`src/rtl/clk_div_pkg.sv`:
```
// Package clk_div_pkg: shared types for the integer clock divider.
//   RATIO_WD : default width of the division ratio and the cycle counter
//   ratio_t  : ratio / counter type at the default width
//   mode_t   : decoded operating mode (BYPASS, DIV_EVEN, DIV_ODD)
package clk_div_pkg;

    localparam int RATIO_WD = 8;

    typedef logic [RATIO_WD-1:0] ratio_t;

    typedef enum logic [1:0] {
        BYPASS   = 2'd0,
        DIV_EVEN = 2'd1,
        DIV_ODD  = 2'd2
    } mode_t;

endpackage

```
`src/rtl/clk_div_int_if.sv`:
```
// Interface clk_div_int_if: control and output bundle of the clock divider.
//   i_clk_en    : 1 = divide, 0 = bypass
//   i_div_ratio : division ratio N (unsigned)
//   o_div_clk   : divided (or bypassed) clock
// Modports: master (drives control, observes clock), slave (the divider).
interface clk_div_int_if #(
    parameter int RATIO_WD = clk_div_pkg::RATIO_WD
);
    logic                i_clk_en;
    logic [RATIO_WD-1:0] i_div_ratio;
    logic                o_div_clk;

    modport master (output i_clk_en, output i_div_ratio, input  o_div_clk);
    modport slave  (input  i_clk_en, input  i_div_ratio, output o_div_clk);
endinterface

```
`src/rtl/clk_div_cnt.sv`:
```
// Module clk_div_cnt: phase counter, phase-length compare and toggle register.
//   i_ref_clk : reference clock (rising edge)
//   i_rst     : asynchronous active-low reset
//   i_mode    : decoded mode; BYPASS holds counter and register at 0
//   i_ratio   : effective ratio N (already LSB-masked when odd ratios are off)
//   o_div     : toggle register output
module clk_div_cnt
    import clk_div_pkg::*;
#(
    parameter int RATIO_WD = clk_div_pkg::RATIO_WD
) (
    input  logic                i_ref_clk,
    input  logic                i_rst,
    input  mode_t               i_mode,
    input  logic [RATIO_WD-1:0] i_ratio,
    output logic                o_div
);

    logic [RATIO_WD-1:0] cnt_q;
    logic                div_q;
    logic [RATIO_WD:0]   ratio_x;
    logic [RATIO_WD:0]   phase_len;
    logic [RATIO_WD-1:0] limit;
    logic                active;

    assign active = (i_mode != BYPASS);

    // Low phase is ceil(N/2), high phase floor(N/2); for even N both are N/2.
    // One extra bit keeps N+1 from overflowing at the maximum ratio.
    always_comb begin
        ratio_x   = {1'b0, i_ratio};
        phase_len = div_q ? (ratio_x >> 1) : ((ratio_x + 1'b1) >> 1);
        limit     = RATIO_WD'(phase_len - 1'b1);
    end

    // >= rather than == so a ratio decrease mid-phase ends the phase on the
    // next edge instead of letting the counter run around.
    always_ff @(posedge i_ref_clk or negedge i_rst) begin
        if (!i_rst) begin
            cnt_q <= '0;
            div_q <= 1'b0;
        end else if (!active) begin
            cnt_q <= '0;
            div_q <= 1'b0;
        end else if (cnt_q >= limit) begin
            cnt_q <= '0;
            div_q <= ~div_q;
        end else begin
            cnt_q <= cnt_q + 1'b1;
        end
    end

    assign o_div = div_q;

endmodule

```
`src/rtl/clk_div_int.sv`:
```
// Module clk_div_int: runtime-programmable integer clock divider.
//   i_ref_clk : reference clock
//   i_rst     : asynchronous active-low reset
//   bus       : clk_div_int_if.slave (i_clk_en, i_div_ratio in; o_div_clk out)
// Divides when i_clk_en=1 and N>=2, otherwise passes i_ref_clk straight through.
// Build option: CLK_DIV_ODD_EN enables exact odd ratios; without it the ratio
// LSB is ignored so odd N divides by N-1 at 50% duty.
module clk_div_int
    import clk_div_pkg::*;
#(
    parameter int RATIO_WD = clk_div_pkg::RATIO_WD
) (
    input  logic         i_ref_clk,
    input  logic         i_rst,
    clk_div_int_if.slave bus
);

    mode_t               mode;
    logic [RATIO_WD-1:0] eff_ratio;
    logic                div_q;

    // Bypass is decided on the raw ratio, so N=1 bypasses in both builds.
    always_comb begin
        mode      = BYPASS;
`ifdef CLK_DIV_ODD_EN
        eff_ratio = bus.i_div_ratio;
        if (bus.i_clk_en && (bus.i_div_ratio >= RATIO_WD'(2)))
            mode = bus.i_div_ratio[0] ? DIV_ODD : DIV_EVEN;
`else
        eff_ratio = {bus.i_div_ratio[RATIO_WD-1:1], 1'b0};
        if (bus.i_clk_en && (bus.i_div_ratio >= RATIO_WD'(2)))
            mode = DIV_EVEN;
`endif
    end

    clk_div_cnt #(.RATIO_WD(RATIO_WD)) u_cnt (
        .i_ref_clk (i_ref_clk),
        .i_rst     (i_rst),
        .i_mode    (mode),
        .i_ratio   (eff_ratio),
        .o_div     (div_q)
    );

    // Only the mode select reaches the mux from the ratio input; in divide
    // mode the output is purely the register.
    assign bus.o_div_clk = (mode == BYPASS) ? i_ref_clk : div_q;

endmodule

```
`src/flat_wrapper.sv`:
```
// flat-port wrapper written by rule: the top's interface ports become plain ports
module clk_div_int_flat import clk_div_pkg::*;
#(
    parameter int RATIO_WD = clk_div_pkg::RATIO_WD
)
  (i_ref_clk, i_rst, bus_i_clk_en, bus_i_div_ratio, bus_o_div_clk);
  clk_div_int_if #(.RATIO_WD(RATIO_WD)) bus_i ();
  input  logic i_ref_clk;
  input  logic i_rst;
  input wire logic [$bits(bus_i.i_clk_en)-1:0] bus_i_clk_en;
  input wire logic [$bits(bus_i.i_div_ratio)-1:0] bus_i_div_ratio;
  output wire logic [$bits(bus_i.o_div_clk)-1:0] bus_o_div_clk;
  assign bus_i.i_clk_en = bus_i_clk_en;
  assign bus_i.i_div_ratio = bus_i_div_ratio;
  assign bus_o_div_clk = bus_i.o_div_clk;
  clk_div_int #(.RATIO_WD(RATIO_WD)) u_core (.i_ref_clk(i_ref_clk), .i_rst(i_rst), .bus(bus_i));
endmodule
```
`config.mk`:
```
export PLATFORM = sky130hd
export DESIGN_NAME = clk_div_int_flat
export DESIGN_NICKNAME = d
export VERILOG_FILES = /design/src/rtl/clk_div_pkg.sv /design/src/rtl/clk_div_int_if.sv /design/src/rtl/clk_div_cnt.sv /design/src/rtl/clk_div_int.sv /design/src/flat_wrapper.sv
export SDC_FILE = /design/constraint.sdc
export NUM_CORES = 1
export LEC_CHECK = 0
export ABC_AREA = 1
export CORE_MARGIN = 1
export CORE_UTILIZATION = 59
export CTS_BUF_LIST = sky130_fd_sc_hd__clkbuf_2 sky130_fd_sc_hd__clkbuf_4 sky130_fd_sc_hd__clkbuf_8
export DETAILED_ROUTE_END_ITERATION = 6
export PLACE_DENSITY = 0.86
export SLEW_MARGIN = 40
export SYNTH_ARGS = -nofsm -noshare
export SYNTH_HDL_FRONTEND = slang
export SYNTH_SLANG_ARGS = --single-unit
```
`constraint.sdc`:
```
create_clock -name i_ref_clk -period 3.05 [get_ports i_ref_clk]
set_input_delay 0.4575 -clock i_ref_clk [delete_from_list [all_inputs] [get_ports i_ref_clk]]
set_output_delay 0.4575 -clock i_ref_clk [all_outputs]
set_load 0.005 [all_outputs]
```
Word level (Yosys, flattened, before mapping)
Index checks and enable logic that the tools add are counted.
Widths: inputs -> output; s select.
Cells by class
  add/sub/neg operators: 3
  $lt $le $gt $ge: 2
  eq/ne operators: 1
  mux-type cells: 7
  bitwise gates (word level): 1
  reductions and logical operators: 3
Operator list (number)
  $mux 8: 3
  $add 8x1->9 const B: 1
  $add 8x1->8 const B: 1
  $ge 8x2->1 const B: 1
  $ge 8x8->1: 1
  $sub 8x1->8 const B: 1
  $mux 1: 4
  $logic_not 2->1: 1
  $ne 2x1->1 const B: 1
  $reduce_bool 2->1: 1
  $logic_and 1x1->1: 1
  $not 1->1: 1
Storage, ports and cells
  bits in registers: 9
  input port bits: 11
  output and inout bits: 1
  logic and storage cells: 19

Logic depth before layout (Yosys ltp)
Gate-level depths: netlist (run 1).
  word-level depth: 6
  depth in mapped cells: 13

By module
A second synthesis (run 1) with hierarchy kept.
Unflattened totals
  cell total of the unflattened synthesis: 157
  area total of the unflattened synthesis: 1086.0 sq um
Modules (own cells, without submodules)
  clk_div_cnt: times used 1, cells an instance 142, area each 1023.5 sq um
  clk_div_int: times used 1, cells an instance 15, area each 62.6 sq um

==> parameters.txt, run 1 <==
Parameter                              Value

Die
  Area of the core ... 0.00116 mm^2
  Horiz. Die Dim ... 38.2 um
  Floorplan row count ... 12
  Top Ports ... 12
  Initial Utilization ... 0.669
  Die outline area ... 0.00146 mm^2
  Vert. Die Dim ... 38.2 um

Synthesis
  Share of the synthesized area in the top cell type ... 0.291
  Number of nets produced by synthesis ... 123
  Average size of a mapped cell ... 7.58 um^2
  Cells after Synth ... 102
  Number of unique standard cell types used by synthesis ... 18
  Sequential element share of the synthesized area ... 0.291
  Post-Synthesis Cell Area ... 773 um^2
  Largest cells by area after synthesis ... dfrtp_1, ha_1, nand2_1, nor2_1, inv_1
  Total number of yosys warnings ... 0
  Most area-hungry cell type in the Yosys netlist ... dfrtp_1
  Number of synthesized register bits ... 9

Routing
  First-iteration detailed-routing DRC count ... 13
  Routed WL ... 1.58 mm
  Routed via count divided by cell count ... 4.93
  First drt pass iteration count ... 4
  Post-DR wirelength/cell ... 11.9 um
  DR DRC count ... 0
  Count of nets left with antenna violations after detail routing ... 0
  Routed vias ... 656

Run
  # Max-Cap Violations ... 0

Finish
  Diodes inserted ... 0
  Commonest non-fill, non-tap cell in the layout ... nand2_1
  Final layout net count ... 141
  Layout cells sized above 1 ... 0.134
  Top library cells by usage in the layout, fill and taps aside ... nand2_1, nor2_1, inv_1, ha_1, clkdlybuf4s50_1
  Final cell area excluding filler cells ... 943 um^2
  Area grow syn2layout ... 22.0%

Critical path
  Endpoint required time on the critical path ... 2590 ps
  Worst Setup End Kind ... primary output
  Critical R2R Capture ... u_core.u_cnt.o_div$_DFFE_PN0P_
  Launching element of the worst setup path ... i_ref_clk
  Worst Setup EP ... bus_o_div_clk
  Critical path startpoint category ... clock port
  Critical path data arrival time ... 2340 ps
  R2R setup slack ... 1540 ps
  Number of cells traversed by the worst register-to-register path ... 9
  Start of the worst register-to-register path ... u_core.u_cnt.cnt_q[3]$_DFF_PN0_
  Path type of the worst setup path ... clock port to primary output
  Largest fanout of any net on the critical path ... 2

Timing
  Actual transition at the worst max-transition pin ... 400 ps
  Hold violation count in the final report ... 0
  Final setup margin ... 251 ps
  Sum of negative setup slack ... 0 ps
  Max-slew violation total from the final report ... 0
  Unrepaired setup endpoints after global routing ... no
  Worst relative slew slack ... 0.732
  Final Skew ... 3.22 ps
  Final setup violation count ... 0

GRT
  Congestion Overflow GR ... 0
  Initial antenna violation count ... 0
  Via count of the first global-routing pass ... 630
  First-pass GRT wire length ... 2.56 mm
  Aggregate global-route resource usage ... 0.289
  Pin count of the biggest net entering global routing ... 10

Power
  Power per unit of standard cell area ... 388 mW/mm^2
  Static leakage ... 0.500 nW
  VDD IR-drop max ... 0.310 mV
  Design Power ... 0.366 mW

Placed design
  Input/output buffers ... 10
  Pre-CTS setup slack ... 404 ps
  Placed Area ... 891 um^2
  Half-perimeter wire length after detailed placement ... 1.18 mm
  Gpl congestion ... 0.748

Clock tree
  Quantity of gates resized following cts ... 0
  Clock tree from TritonCTS ... built
  Cts-stage hold buffer count ... 0
  Post-CTS setup repair buffer count ... 0
  Clock slew at reported path FFs ... 60 ps
  Worst-Skew Late Latency ... 360 ps

Hold path
  Tightest Hold Check Type ... input port to async pin

Status
  Outcome ... finished, final reports clean
## where the power goes
| group | leakage, nW | switching, mW | internal (mW) |
|---|---|---|---|
| logic | 0.337 | 0.0352 | 0.0316 |
| registers | 0.123 | 0.00514 | 0.124 |
| clock network | 0.0401 | 0.0573 | 0.113 |
## stage by stage
stage / hold WS, ps / util / std cells
floorplan: 162 / - / 102
global placement: 472 / 0.771 / 126
detailed placement: 487 / 0.771 / 126
CTS: 393 / 0.816 / 133
global route: 413 / 0.816 / 133
finish: 382 / 0.816 / 133
## cell families (layout without fill, tap and decap cells)
logic type               after synthesis  count (layout)  synth area share
AO/OA/AOI/OAI                          2               2            0.0162
XOR/XNOR                              10              10             0.113
adder cells (fa/ha/maj)               10              10             0.162
buffers and inverters                 16              33            0.0777
flip-flops                             9               9             0.291
AND/OR/NAND/NOR                       55              55             0.340
## how the worst min path moves through the flow
stage / slack [ps] / end / cells past startpoint / start
3_5_place_dp: 490 / u_core.u_cnt.cnt_q[0]$_DFF_PN0_ / 1 / u_core.u_cnt.cnt_q[0]$_DFF_PN0_
3_3_place_gp: 470 / u_core.u_cnt.cnt_q[0]$_DFF_PN0_ / 1 / u_core.u_cnt.cnt_q[0]$_DFF_PN0_
6_report: 380 / u_core.u_cnt.cnt_q[7]$_DFF_PN0_ / 1 / i_rst
5_1_grt: 410 / u_core.u_cnt.cnt_q[0]$_DFF_PN0_ / 1 / i_rst
4_1_cts: 390 / u_core.u_cnt.cnt_q[7]$_DFF_PN0_ / 1 / i_rst
2_1_floorplan: 160 / u_core.u_cnt.cnt_q[0]$_DFF_PN0_ / 0 / i_rst
## state kept, by name, indices dropped and copies added (netlist names)
name                flops
u_core.u_cnt.o_div      1
u_core.u_cnt.cnt_q      8
## area by class of cell
cell class | instances | area, um^2
fillers | 78 | 213
well taps | 14 | 17.5
flip-flops and latches | 9 | 225
repair buffers | 9 | 90.1
multi-input cells | 77 | 488
inverters | 16 | 60.1
clock buffers | 8 | 62.6
## per-layer routing
layer	track usage	routed length (um)
met1	0.308	703
met2	0.462	728
met3	0.0698	75
met4	0.268	77
met5	0	0
## critical path: stages
cell	delay, ps
clkbuf_4	110
clkbuf_4	120
nor2_1	100
nor2_1	50
clkdlybuf4s50_1	440
## synthesized netlist by cell type
library cell	count
a21o_1	1
a21oi_1	1
dfrtp_1	9
ha_1	10
inv_1	15
inv_2	1
nand2_1	22
nand2_2	2
nand3_1	5
nand3_4	1
nand3b_1	1
nand4_1	1
nor2_1	16
nor2_2	3
nor2_4	2
nor3_1	2
xnor2_1	4
xor2_1	6
No activity file was read; power rests on OpenSTA's default activity.
==> run 2: changes to the inputs <==
--- a/config.mk
+++ b/config.mk
@@ -7,10 +7,11 @@
 export LEC_CHECK = 0
 export ABC_AREA = 1
 export CORE_MARGIN = 1
-export CORE_UTILIZATION = 59
+export CORE_UTILIZATION = 54
 export CTS_BUF_LIST = sky130_fd_sc_hd__clkbuf_2 sky130_fd_sc_hd__clkbuf_4 sky130_fd_sc_hd__clkbuf_8
+export CTS_CLUSTER_DIAMETER = 150
 export DETAILED_ROUTE_END_ITERATION = 6
-export PLACE_DENSITY = 0.86
+export PLACE_DENSITY = 0.8
 export SLEW_MARGIN = 40
 export SYNTH_ARGS = -nofsm -noshare
 export SYNTH_HDL_FRONTEND = slang
==> constraint.sdc (replaced) <==
create_clock -name i_ref_clk -period 2.9 [get_ports i_ref_clk]
set_input_delay 0.435 -clock i_ref_clk [delete_from_list [all_inputs] [get_ports i_ref_clk]]
set_output_delay 0.435 -clock i_ref_clk [all_outputs]
set_load 0.005 [all_outputs]
==> run 2 against run 1 <==
Net effect:
- register-to-register slack lost 150 ps
- global-route usage shrank 4.2 points
- sequential cell count is the same
- die area grew 8.8%
- sequential share of layout area is essentially flat
- critical path depth is the same
- cell count grew 0.75%
- utilization shrank 9.9 points
- total power grew 7.5%
- largest cell class unchanged
- highest routed layer unchanged
==> parameters.txt, run 2 (same netlist as run 1, synthesis figures left out) <==
Parameter                              Value

Placed design
  Input/output buffers ... 10 (unchanged)
  Placed Area ... 892 um^2 (+0.14%)
  Gpl congestion ... 0.759 (+1.4%)
  Number of placed cells counting well taps ... 127 (+0.79%)
  Half-perimeter wire length after detailed placement ... 1.21 mm (+2.3%)

Clock tree
  Clock tree from TritonCTS ... built
  Quantity of gates resized following cts ... 0 (unchanged)
  Worst-Skew Late Latency ... 360 ps (about the same)
  Post-CTS setup repair buffer count ... 0 (unchanged)
  Cts-stage hold buffer count ... 0 (unchanged)
  Clock slew at reported path FFs ... 60 ps (about the same)

Finish
  Top library cells by usage in the layout, fill and taps aside ... nand2_1, nor2_1, inv_1, ha_1, clkdlybuf4s50_1
  Commonest non-fill, non-tap cell in the layout ... nand2_1
  Layout cells sized above 1 ... 0.134 (unchanged)
  Area grow syn2layout ... 22.2%
  Max FFs per register ... 8 (unchanged)
  Non-filler cells, final ... 134 (+0.75%)
  Register name with the most flops ... u_core.u_cnt.cnt_q
  Final cell area excluding filler cells ... 945 um^2 (+0.13%)
  Diodes inserted ... 0 (unchanged)
  Final layout net count ... 141 (unchanged)

Routing
  Post-DR wirelength/cell ... 11.3 um (-4.9%)
  DR DRC count ... 0 (unchanged)
  First-iteration detailed-routing DRC count ... 17 (+4)
  Count of nets left with antenna violations after detail routing ... 0 (unchanged)
  Routed via count divided by cell count ... 4.90 (-0.59%)
  First drt pass iteration count ... 4 (unchanged)
  Routed vias ... 657 (+0.15%)
  Routed WL ... 1.52 mm (-4.2%)

Power
  Static leakage ... 0.500 nW (unchanged)
  Power per unit of standard cell area ... 416 mW/mm^2 (+7.3%)
  VDD IR-drop max ... 0.432 mV (+40%)
  Design Power ... 0.393 mW (+7.5%)

Critical path
  Endpoint required time on the critical path ... 2470 ps (-120 ps)
  Path type of the worst setup path ... clock port to primary output
  Largest fanout of any net on the critical path ... 2 (unchanged)
  Critical path data arrival time ... 2310 ps (-30 ps)
  Worst Setup End Kind ... primary output
  Critical path startpoint category ... clock port

Die
  Initial Utilization ... 0.587 (-0.0819)
  Top Ports ... 12 (unchanged)
  Horiz. Die Dim ... 39.8 um (+4.3%)
  Vert. Die Dim ... 39.8 um (+4.3%)
  Area of the core ... 0.00132 mm^2 (+14%)
  Die outline area ... 0.00159 mm^2 (+8.8%)
  Floorplan row count ... 13 (+1)

Timing
  Final setup violation count ... 0 (unchanged)
  Sum of negative setup slack ... 0 ps (unchanged)
  Hold violation count in the final report ... 0 (unchanged)
  Final Skew ... 4.78 ps (+1.55 ps)
  Max-slew violation total from the final report ... 0 (unchanged)
  Worst relative slew slack ... 0.738 (+0.00598)
  Unrepaired setup endpoints after global routing ... no
  Actual transition at the worst max-transition pin ... 391 ps (-8.94 ps)

GRT
  Met2 track demand over resource ... 0.385 (-0.0766)
  Via count of the first global-routing pass ... 643 (+2.1%)
  Congestion Overflow GR ... 0 (unchanged)
  Initial antenna violation count ... 0 (unchanged)
  Met1 Usage GRT ... 0.240 (-0.0684)
  First-pass GRT wire length ... 2.33 mm (-8.9%)
  Pin count of the biggest net entering global routing ... 10 (unchanged)
  Global route hottest layer ... met2
  GR Layer Usage met3 ... 0.0852 (+0.0155)
  Aggregate global-route resource usage ... 0.246 (-0.0425)

Status
  Outcome ... finished, final reports clean

Run
  # Max-Cap Violations ... 0 (unchanged)

Hold path
  Tightest Hold Check Type ... input port to async pin
-- run 2: power breakdown --
part	switching [mW]	internal, mW	total, mW
Combinational	0.0368	0.0335	0.0703
Clock	0.0682	0.119	0.187
Sequential	0.00522	0.131	0.136
-- run 2: cell type report --
type                       count  area, um^2
tap                           15        18.8
sequential                     9         225
fill                         112         373
inverter                      16        60.1
multi-input combinational     77         488
clock buffer                   8        62.6
timing repair buffer           9        90.1
-- run 2: path summary, 6_finish.rpt --
kind | slack, ps | depth (start not counted) | end | start
min in group i_ref_clk | 480 | 1 | u_core.u_cnt.cnt_q[0]$_DFF_PN0_ | u_core.u_cnt.cnt_q[0]$_DFF_PN0_
max in group asynchronous | 2260 | 1 | u_core.u_cnt.cnt_q[3]$_DFF_PN0_ | i_rst
worst min-delay path | 360 | 1 | u_core.u_cnt.o_div$_DFFE_PN0P_ | i_rst
worst min register to register | 480 | 1 | u_core.u_cnt.cnt_q[0]$_DFF_PN0_ | u_core.u_cnt.cnt_q[0]$_DFF_PN0_
worst max register to register | 1390 | 8 | u_core.u_cnt.cnt_q[2]$_DFF_PN0_ | u_core.u_cnt.cnt_q[3]$_DFF_PN0_
worst max-delay path | 150 | 5 | bus_o_div_clk | i_ref_clk
-- run 2: through the flow --
step / utilization / worst slack, ps / hold WS, ps
CTS: 0.717 / 150 / 363
global placement: 0.677 / 346 / 479
detailed placement: 0.677 / 258 / 478
floorplan: - / 883 / 139
finish: 0.717 / 155 / 357
global route: 0.717 / 142 / 391
-- run 2: routing by layer --
metal  wire length (um)  share of wire  vias up
li1                   -              -      347
met1                670           0.44      281
met2                715           0.47       19
met3                 57          0.038       10
met4                 74          0.049        0
met5                  0              0        -
-- run 2: worst max-delay path, cell delays in order --
cell,delay [ps]
clkbuf_4,120
clkbuf_4,130
nor2_1,120
nor2_1,60
clkdlybuf4s50_1,440
